--- config.mk ---
export PLATFORM = sky130hd
export DESIGN_NAME = pll_clock_manager
export DESIGN_NICKNAME = d
export VERILOG_FILES = /design/src/rtl/pll_clock_manager_pkg.sv /design/src/rtl/phase_tick_channel.sv /design/src/rtl/pll_clock_manager.sv
export SDC_FILE = /design/constraint.sdc
export NUM_CORES = 1
export LEC_CHECK = 0
export BUFFER_PORTS_ARGS = -buffer_cell sky130_fd_sc_hd__buf_2
export CAP_MARGIN = 10
export CORE_MARGIN = 2
export CORE_UTILIZATION = 50
export DETAILED_ROUTE_END_ITERATION = 10
export PLACE_DENSITY = 0.77
export SKIP_LAST_GASP = 1
export SYNTH_ARGS = -nofsm -noshare
export SYNTH_HDL_FRONTEND = slang
export SYNTH_SLANG_ARGS = --single-unit
--- constraint.sdc ---
create_clock -name clock_in -period 4 [get_ports clock_in]
set_input_delay 1.2 -clock clock_in [delete_from_list [all_inputs] [get_ports clock_in]]
set_output_delay 1.2 -clock clock_in [all_outputs]
set_load 0.05 [all_outputs]
--- src/rtl/pll_clock_manager_pkg.sv ---
// Package: pll_clock_manager_pkg
// Purpose: shared definitions for the PLL clock manager.
//   - state_t : lock-qualification FSM states (WAIT_LOCK=0, STABLE=1, HOLD=2, RUN=3)
//   - calc_inc: build-time helper that turns a clock/tick frequency pair into a
//               phase-accumulator increment, rounded to nearest.
//               Example: calc_inc(36.75e6, 1.8432e6, 24) = 841463.
package pll_clock_manager_pkg;

  typedef enum logic [1:0] {
    WAIT_LOCK = 2'd0,
    STABLE    = 2'd1,
    HOLD      = 2'd2,
    RUN       = 2'd3
  } state_t;

  // Real-to-integer cast rounds to nearest, giving the closest achievable rate.
  function automatic longint calc_inc(input real f_clk, input real f_tick, input int width);
    return longint'(f_tick * (2.0 ** width) / f_clk);
  endfunction

endpackage

--- src/rtl/phase_tick_channel.sv ---
// Module: phase_tick_channel
// Purpose: one fractional-rate tick generator. While active (run && en) the
//   accumulator adds inc every cycle; the carry out of the ACC_WIDTH-bit sum is
//   registered as the tick strobe. When inactive, acc and tick clear on the next edge.
// Ports:
//   clock_in  in   clock
//   reset     in   async active-high reset
//   run       in   manager is in RUN
//   en        in   channel enable
//   inc       in   ACC_WIDTH  per-cycle increment (not latched)
//   tick      out  one-cycle registered strobe
module phase_tick_channel #(
  parameter int ACC_WIDTH = 24
) (
  input  logic                 clock_in,
  input  logic                 reset,
  input  logic                 run,
  input  logic                 en,
  input  logic [ACC_WIDTH-1:0] inc,
  output logic                 tick
);

  logic [ACC_WIDTH-1:0] acc_reg;
  logic [ACC_WIDTH:0]   sum;

  // One extra bit captures the carry; the low bits keep the fractional remainder.
  assign sum = {1'b0, acc_reg} + {1'b0, inc};

  always_ff @(posedge clock_in or posedge reset) begin
    if (reset) begin
      acc_reg <= '0;
      tick    <= 1'b0;
    end else if (run && en) begin
      acc_reg <= sum[ACC_WIDTH-1:0];
      tick    <= sum[ACC_WIDTH];
    end else begin
      acc_reg <= '0;
      tick    <= 1'b0;
    end
  end

endmodule

--- src/rtl/pll_clock_manager.sv ---
// Module: pll_clock_manager
// Purpose: sits behind the PLL in its output domain. Synchronises the raw LOCK
//   signal, qualifies it for LOCK_STABLE cycles, holds reset_out for RESET_HOLD
//   more cycles, then runs CHANNELS phase-accumulator tick generators. Loss of
//   lock while running is recorded in a sticky flag and a saturating counter.
// Ports:
//   clock_in     in   PLL output clock
//   reset        in   async active-high reset
//   pll_locked   in   raw PLL lock (asynchronous)
//   chan_enable  in   CHANNELS            per-channel enable
//   chan_inc     in   CHANNELS*ACC_WIDTH  per-channel increment, ch k at [k*ACC_WIDTH +: ACC_WIDTH]
//   clear_lost   in   clears lock_lost (a simultaneous new loss wins)
//   reset_out    out  synchronous system reset, low only while running
//   ready        out  high while running
//   tick         out  CHANNELS            registered tick strobes
//   lock_lost    out  sticky loss-of-lock flag
//   loss_count   out  LOSS_CNT_WIDTH      saturating loss-of-lock count
module pll_clock_manager
  import pll_clock_manager_pkg::*;
#(
  parameter int CHANNELS       = 2,
  parameter int ACC_WIDTH      = 24,
  parameter int LOCK_STABLE    = 1024,
  parameter int RESET_HOLD     = 16,
  parameter int SYNC_STAGES    = 2,
  parameter int LOSS_CNT_WIDTH = 8
) (
  input  logic                          clock_in,
  input  logic                          reset,
  input  logic                          pll_locked,
  input  logic [CHANNELS-1:0]           chan_enable,
  input  logic [CHANNELS*ACC_WIDTH-1:0] chan_inc,
  input  logic                          clear_lost,
  output logic                          reset_out,
  output logic                          ready,
  output logic [CHANNELS-1:0]           tick,
  output logic                          lock_lost,
  output logic [LOSS_CNT_WIDTH-1:0]     loss_count
);

  localparam int CNT_MAX = (LOCK_STABLE > RESET_HOLD) ? LOCK_STABLE : RESET_HOLD;
  localparam int CNT_W   = $clog2(CNT_MAX + 1);
  localparam logic [CNT_W-1:0] STABLE_LAST = CNT_W'(LOCK_STABLE - 1);
  localparam logic [CNT_W-1:0] HOLD_LAST   = CNT_W'(RESET_HOLD - 1);

  logic [SYNC_STAGES-1:0] sync_reg;
  logic                   lk_s;
  state_t                 state_reg, state_next;
  logic [CNT_W-1:0]       cnt_reg, cnt_next;
  logic                   run_active;

  assign lk_s       = sync_reg[SYNC_STAGES-1];
  assign run_active = (state_reg == RUN);

  always_ff @(posedge clock_in or posedge reset) begin
    if (reset) begin
      sync_reg  <= '0;
      state_reg <= WAIT_LOCK;
      cnt_reg   <= '0;
    end else begin
      sync_reg  <= {sync_reg[SYNC_STAGES-2:0], pll_locked};
      state_reg <= state_next;
      cnt_reg   <= cnt_next;
    end
  end

  // A drop of the synchronised lock always wins over counter completion.
  always_comb begin
    state_next = state_reg;
    cnt_next   = cnt_reg;
    case (state_reg)
      WAIT_LOCK: begin
        cnt_next = '0;
        if (lk_s) state_next = STABLE;
      end
      STABLE: begin
        if (!lk_s) begin
          state_next = WAIT_LOCK;
          cnt_next   = '0;
        end else if (cnt_reg == STABLE_LAST) begin
          state_next = HOLD;
          cnt_next   = '0;
        end else begin
          cnt_next = cnt_reg + CNT_W'(1);
        end
      end
      HOLD: begin
        if (!lk_s) begin
          state_next = WAIT_LOCK;
          cnt_next   = '0;
        end else if (cnt_reg == HOLD_LAST) begin
          state_next = RUN;
          cnt_next   = '0;
        end else begin
          cnt_next = cnt_reg + CNT_W'(1);
        end
      end
      RUN: begin
        cnt_next = '0;
        if (!lk_s) state_next = WAIT_LOCK;
      end
      default: begin
        state_next = WAIT_LOCK;
        cnt_next   = '0;
      end
    endcase
  end

  // Status outputs follow the registered state, so they lag RUN entry/exit by one edge.
  always_ff @(posedge clock_in or posedge reset) begin
    if (reset) begin
      reset_out  <= 1'b1;
      ready      <= 1'b0;
      lock_lost  <= 1'b0;
      loss_count <= '0;
    end else begin
      reset_out <= !run_active;
      ready     <= run_active;
      if (run_active && !lk_s) begin
        lock_lost <= 1'b1;
        if (loss_count != '1) loss_count <= loss_count + LOSS_CNT_WIDTH'(1);
      end else if (clear_lost) begin
        lock_lost <= 1'b0;
      end
    end
  end

  genvar gi;
  generate
    for (gi = 0; gi < CHANNELS; gi++) begin : g_chan
      phase_tick_channel #(
        .ACC_WIDTH(ACC_WIDTH)
      ) u_chan (
        .clock_in(clock_in),
        .reset   (reset),
        .run     (run_active),
        .en      (chan_enable[gi]),
        .inc     (chan_inc[gi*ACC_WIDTH +: ACC_WIDTH]),
        .tick    (tick[gi])
      );
    end
  endgenerate

endmodule
==> run metrics <==
Net Count, Synth=just under 700; unrepaired setup endpoints after global routing=false; Max transition margin=a little under two fifths; kind of critical path=input port to flip-flop; number of sinks handled by clock tree synthesis=76; clk root buf=sky130_fd_sc_hd__clkbuf_8; result of the run=finished clean; launching element type of the critical path=input port; WL/cell=15.44 um; count of flip-flops with a built-in enable after synthesis=0; post-place setup slack=577.3 ps; Post-DP HPWL=between 9000 and 10000 um; Die Y=107.2 um; distinct cell type count of the synthesized netlist=between 60 and 70; achievable clock frequency=0.3245 GHz; post-synthesis sequential area ratio=a little over a third; detailed-route DRC error count=0; main flop type after synthesis=sky130_fd_sc_hd__dfrtp_1; maximum number of pins on one net before global-route repair=49; CTS-repair resized insts=0; total routed wirelength=approximately 12000 um; startpoint of the tightest hold check path=sync_reg[0]; Cells on Worst Hold Path=0; largest fanout of any net on the critical path=6; Hold Violations, Final=0; total of warnings raised by yosys=0; Reg2Reg Launch Point=g_chan[0].u_chan.acc_reg[0]; reg-to-reg slack, setup=1520 ps; synthesis-to-layout area growth=12.66%; power after layout=1.546 mW; crit share post-route=77.03%; WHS Endpoint=sync_reg[1]; Yosys top cell area share=35.24%; mapped cell area=0.005325 sq mm; Worst Path Arrival=around 3400 ps; clock latency on the worst-skew pair=350 ps; fraction of layout instances using a drive strength above 1=between 15 and 20%; endpoint kind of the worst setup timing path=flip-flop; CTS clk-pin slew, worst paths=80 ps; synthesis-stage register bit count=76; overflow left after global routing=0; number of buffers added for setup after CTS=0; final antenna-violating net count=0; Post-Route Skew=between 10 and 15 ps; worst min-delay path category=flip-flop to flip-flop; number of ports placed on the die boundary=67; number of core rows=37; worst r2r path cells=8; share of synthesized flip-flops with an asynchronous set or reset=100.0%; Longest Clk Path Bufs=2; actual transition at the worst max-transition pin=between 900 and 1000 ps; via count of the first global-routing pass=4558; setup ws final=918.7 ps; Die Outline Area=0.01149 sq mm; TritonCTS clock tree=yes; total negative slack=0 ps; Maximum Capacitance Violations=0; Mean Syn Cell Area=9.293 sq um; total global-route track usage=between 20% and 30%; Required @ worst endpoint=around 4300 ps; clock period minus worst slack=3081 ps; antenna violations before repair=1; quantity of I/O buffers inserted on ports=66; gate count of the mapped netlist=573; number of filler cells placed in the layout=900; number of setup violations in the final report=0; largest voltage drop on the vdd net=between 150 and 200 uV; initial core utilization=51.58%; number of CTS-inserted buffers=9; area inside the core boundary=about 0.010 sq mm; wire length of the first global-routing pass=approximately 21000 um; cell taking the most area after synthesis=sky130_fd_sc_hd__dfrtp_1; final-stage net count=743; count of hold-fix buffers inserted at cts=0; Via-to-Cell Ratio=5.895; Leakage=2.888 nW; total power density per cell area=257.6 mW/mm^2; end of the worst register-to-register path=g_chan[0].u_chan.acc_reg[12]; die width=107.2 um; number of detailed-routing iterations run before antenna repair=5; RD Place Congestion=0.8952; DR vias=4592; drt initial violations=322; level count of the clock H-tree=3; number of max-slew violations in the final report=0; Largest register FFs=48; Synth area leaders=sky130_fd_sc_hd__dfrtp_1 35%, sky130_fd_sc_hd__ha_1 12%, sky130_fd_sc_hd__nor2_1 4.0%
-- worst max-delay path, stage by stage --
cell                       delay (ps)
sky130_fd_sc_hd__buf_2            100
sky130_fd_sc_hd__ha_1             220
sky130_fd_sc_hd__fa_1             430
sky130_fd_sc_hd__a211oi_1         240
sky130_fd_sc_hd__nor2_1           140
sky130_fd_sc_hd__o311ai_4         420
sky130_fd_sc_hd__a21boi_1         160
sky130_fd_sc_hd__or3_1            370
sky130_fd_sc_hd__nand3_1           80
-- metal layers --
layer | share of wire, % | GRT usage (%) | vias up
met2 | 49 | 37.70 | 103
li1 | - | - | 2251
met5 | 0 | 0 | -
met1 | 45 | 28.26 | 2215
met4 | 2.3 | 9.555 | 0
met3 | 4.4 | 3.951 | 23
-- placed cells by master, fill, tap and decap left out, types with 4 or more instances in the layout --
cell,netlist,routed
sky130_fd_sc_hd__nor2_1,57,57
sky130_fd_sc_hd__nor4_1,7,7
sky130_fd_sc_hd__and3_1,13,13
sky130_fd_sc_hd__nor2b_1,8,8
sky130_fd_sc_hd__buf_2,0,66
sky130_fd_sc_hd__ha_1,50,50
sky130_fd_sc_hd__o21ai_0,29,29
sky130_fd_sc_hd__o21bai_1,5,5
sky130_fd_sc_hd__nand3_1,16,16
sky130_fd_sc_hd__and2_1,9,9
sky130_fd_sc_hd__dfrtp_1,75,75
sky130_fd_sc_hd__a21o_1,16,16
sky130_fd_sc_hd__mux2i_1,5,5
sky130_fd_sc_hd__nand2b_1,6,6
sky130_fd_sc_hd__xor2_1,14,14
sky130_fd_sc_hd__a21boi_0,4,4
sky130_fd_sc_hd__clkbuf_8,0,11
sky130_fd_sc_hd__nor3_1,25,25
sky130_fd_sc_hd__a211oi_1,12,12
sky130_fd_sc_hd__inv_1,14,13
sky130_fd_sc_hd__nand4_1,10,10
sky130_fd_sc_hd__o21a_1,17,17
sky130_fd_sc_hd__nor3b_1,4,4
sky130_fd_sc_hd__a21oi_1,41,41
sky130_fd_sc_hd__o211ai_1,7,7
sky130_fd_sc_hd__nand2_1,41,41
sky130_fd_sc_hd__xnor2_1,19,19
-- synthesized netlist by cell type (5+ instances only) --
cell                       instances
sky130_fd_sc_hd__a21oi_1          41
sky130_fd_sc_hd__a211oi_1         12
sky130_fd_sc_hd__xnor2_1          19
sky130_fd_sc_hd__nor4_1            7
sky130_fd_sc_hd__nor3_1           25
sky130_fd_sc_hd__o21ai_0          29
sky130_fd_sc_hd__o21bai_1          5
sky130_fd_sc_hd__inv_1            14
sky130_fd_sc_hd__clkbuf_1         12
sky130_fd_sc_hd__mux2i_1           5
sky130_fd_sc_hd__o21a_1           17
sky130_fd_sc_hd__nand2_1          41
sky130_fd_sc_hd__and2_1            9
sky130_fd_sc_hd__dfrtp_1          75
sky130_fd_sc_hd__o211ai_1          7
sky130_fd_sc_hd__and3_1           13
sky130_fd_sc_hd__xor2_1           14
sky130_fd_sc_hd__nor2_1           57
sky130_fd_sc_hd__nand4_1          10
sky130_fd_sc_hd__nand3_1          16
sky130_fd_sc_hd__ha_1             50
sky130_fd_sc_hd__nand2b_1          6
sky130_fd_sc_hd__a21o_1           16
sky130_fd_sc_hd__nor2b_1           8
-- worst max path at each step --
stage | from | to | slack [ps]
after floorplan | reset | cnt_reg[0] | 860
after global placement | chan_inc[0] | g_chan[0].u_chan.acc_reg[12] | 660
after detailed placement | chan_inc[0] | g_chan[0].u_chan.acc_reg[12] | 580
after CTS | chan_inc[0] | g_chan[0].u_chan.acc_reg[12] | 940
after global routing | chan_inc[0] | g_chan[0].u_chan.acc_reg[16] | 780
final | chan_inc[0] | g_chan[0].u_chan.acc_reg[12] | 920
-- cell type report --
class,count,area (sq um),share of cell area (%)
timing repair buffer,67,350.3,5.839
tap,136,170.2,2.836
clock inverter,5,60.06,1.001
sequential,76,1903,31.72
multi-input combinational,469,3309,55.16
clock buffer,11,151.4,2.523
antenna,1,2.502,0.04171
inverter,14,52.55,0.8759
-- per-stage QoR --
step,util (%),instances,instance area [sq um],hold WS (ps)
final,58.11,779,6000,353.3
after global routing,58.11,779,6000,361.2
after CTS,58.09,778,5997,357.6
after detailed placement,56.04,762,5786,337.9
after global placement,56.04,762,5786,337.3
after floorplan,-,573,5325,331.2
-- power by group --
| part | internal, mW | switching, mW | leakage [nW] |
|---|---|---|---|
| combinational | 0.0610 | 0.0896 | 1.73 |
| sequential | 0.770 | 0.00261 | 1.05 |
| clock | 0.324 | 0.299 | 0.106 |
-- cell families (layout without fill, tap and decap cells) --
group,Yosys count,in the layout,synth area share [%]
and+or+nand+nor,209,209,19.48
AOI/OAI and AO/OA,169,169,23.59
DFF,76,76,35.74
adders and majority gates,52,52,12.50
xor gates and xnor gates,33,33,5.428
buffers and inverters,28,97,2.115
muxes,6,6,1.151
other,0,1,0
(Power assumes the default switching activity.)
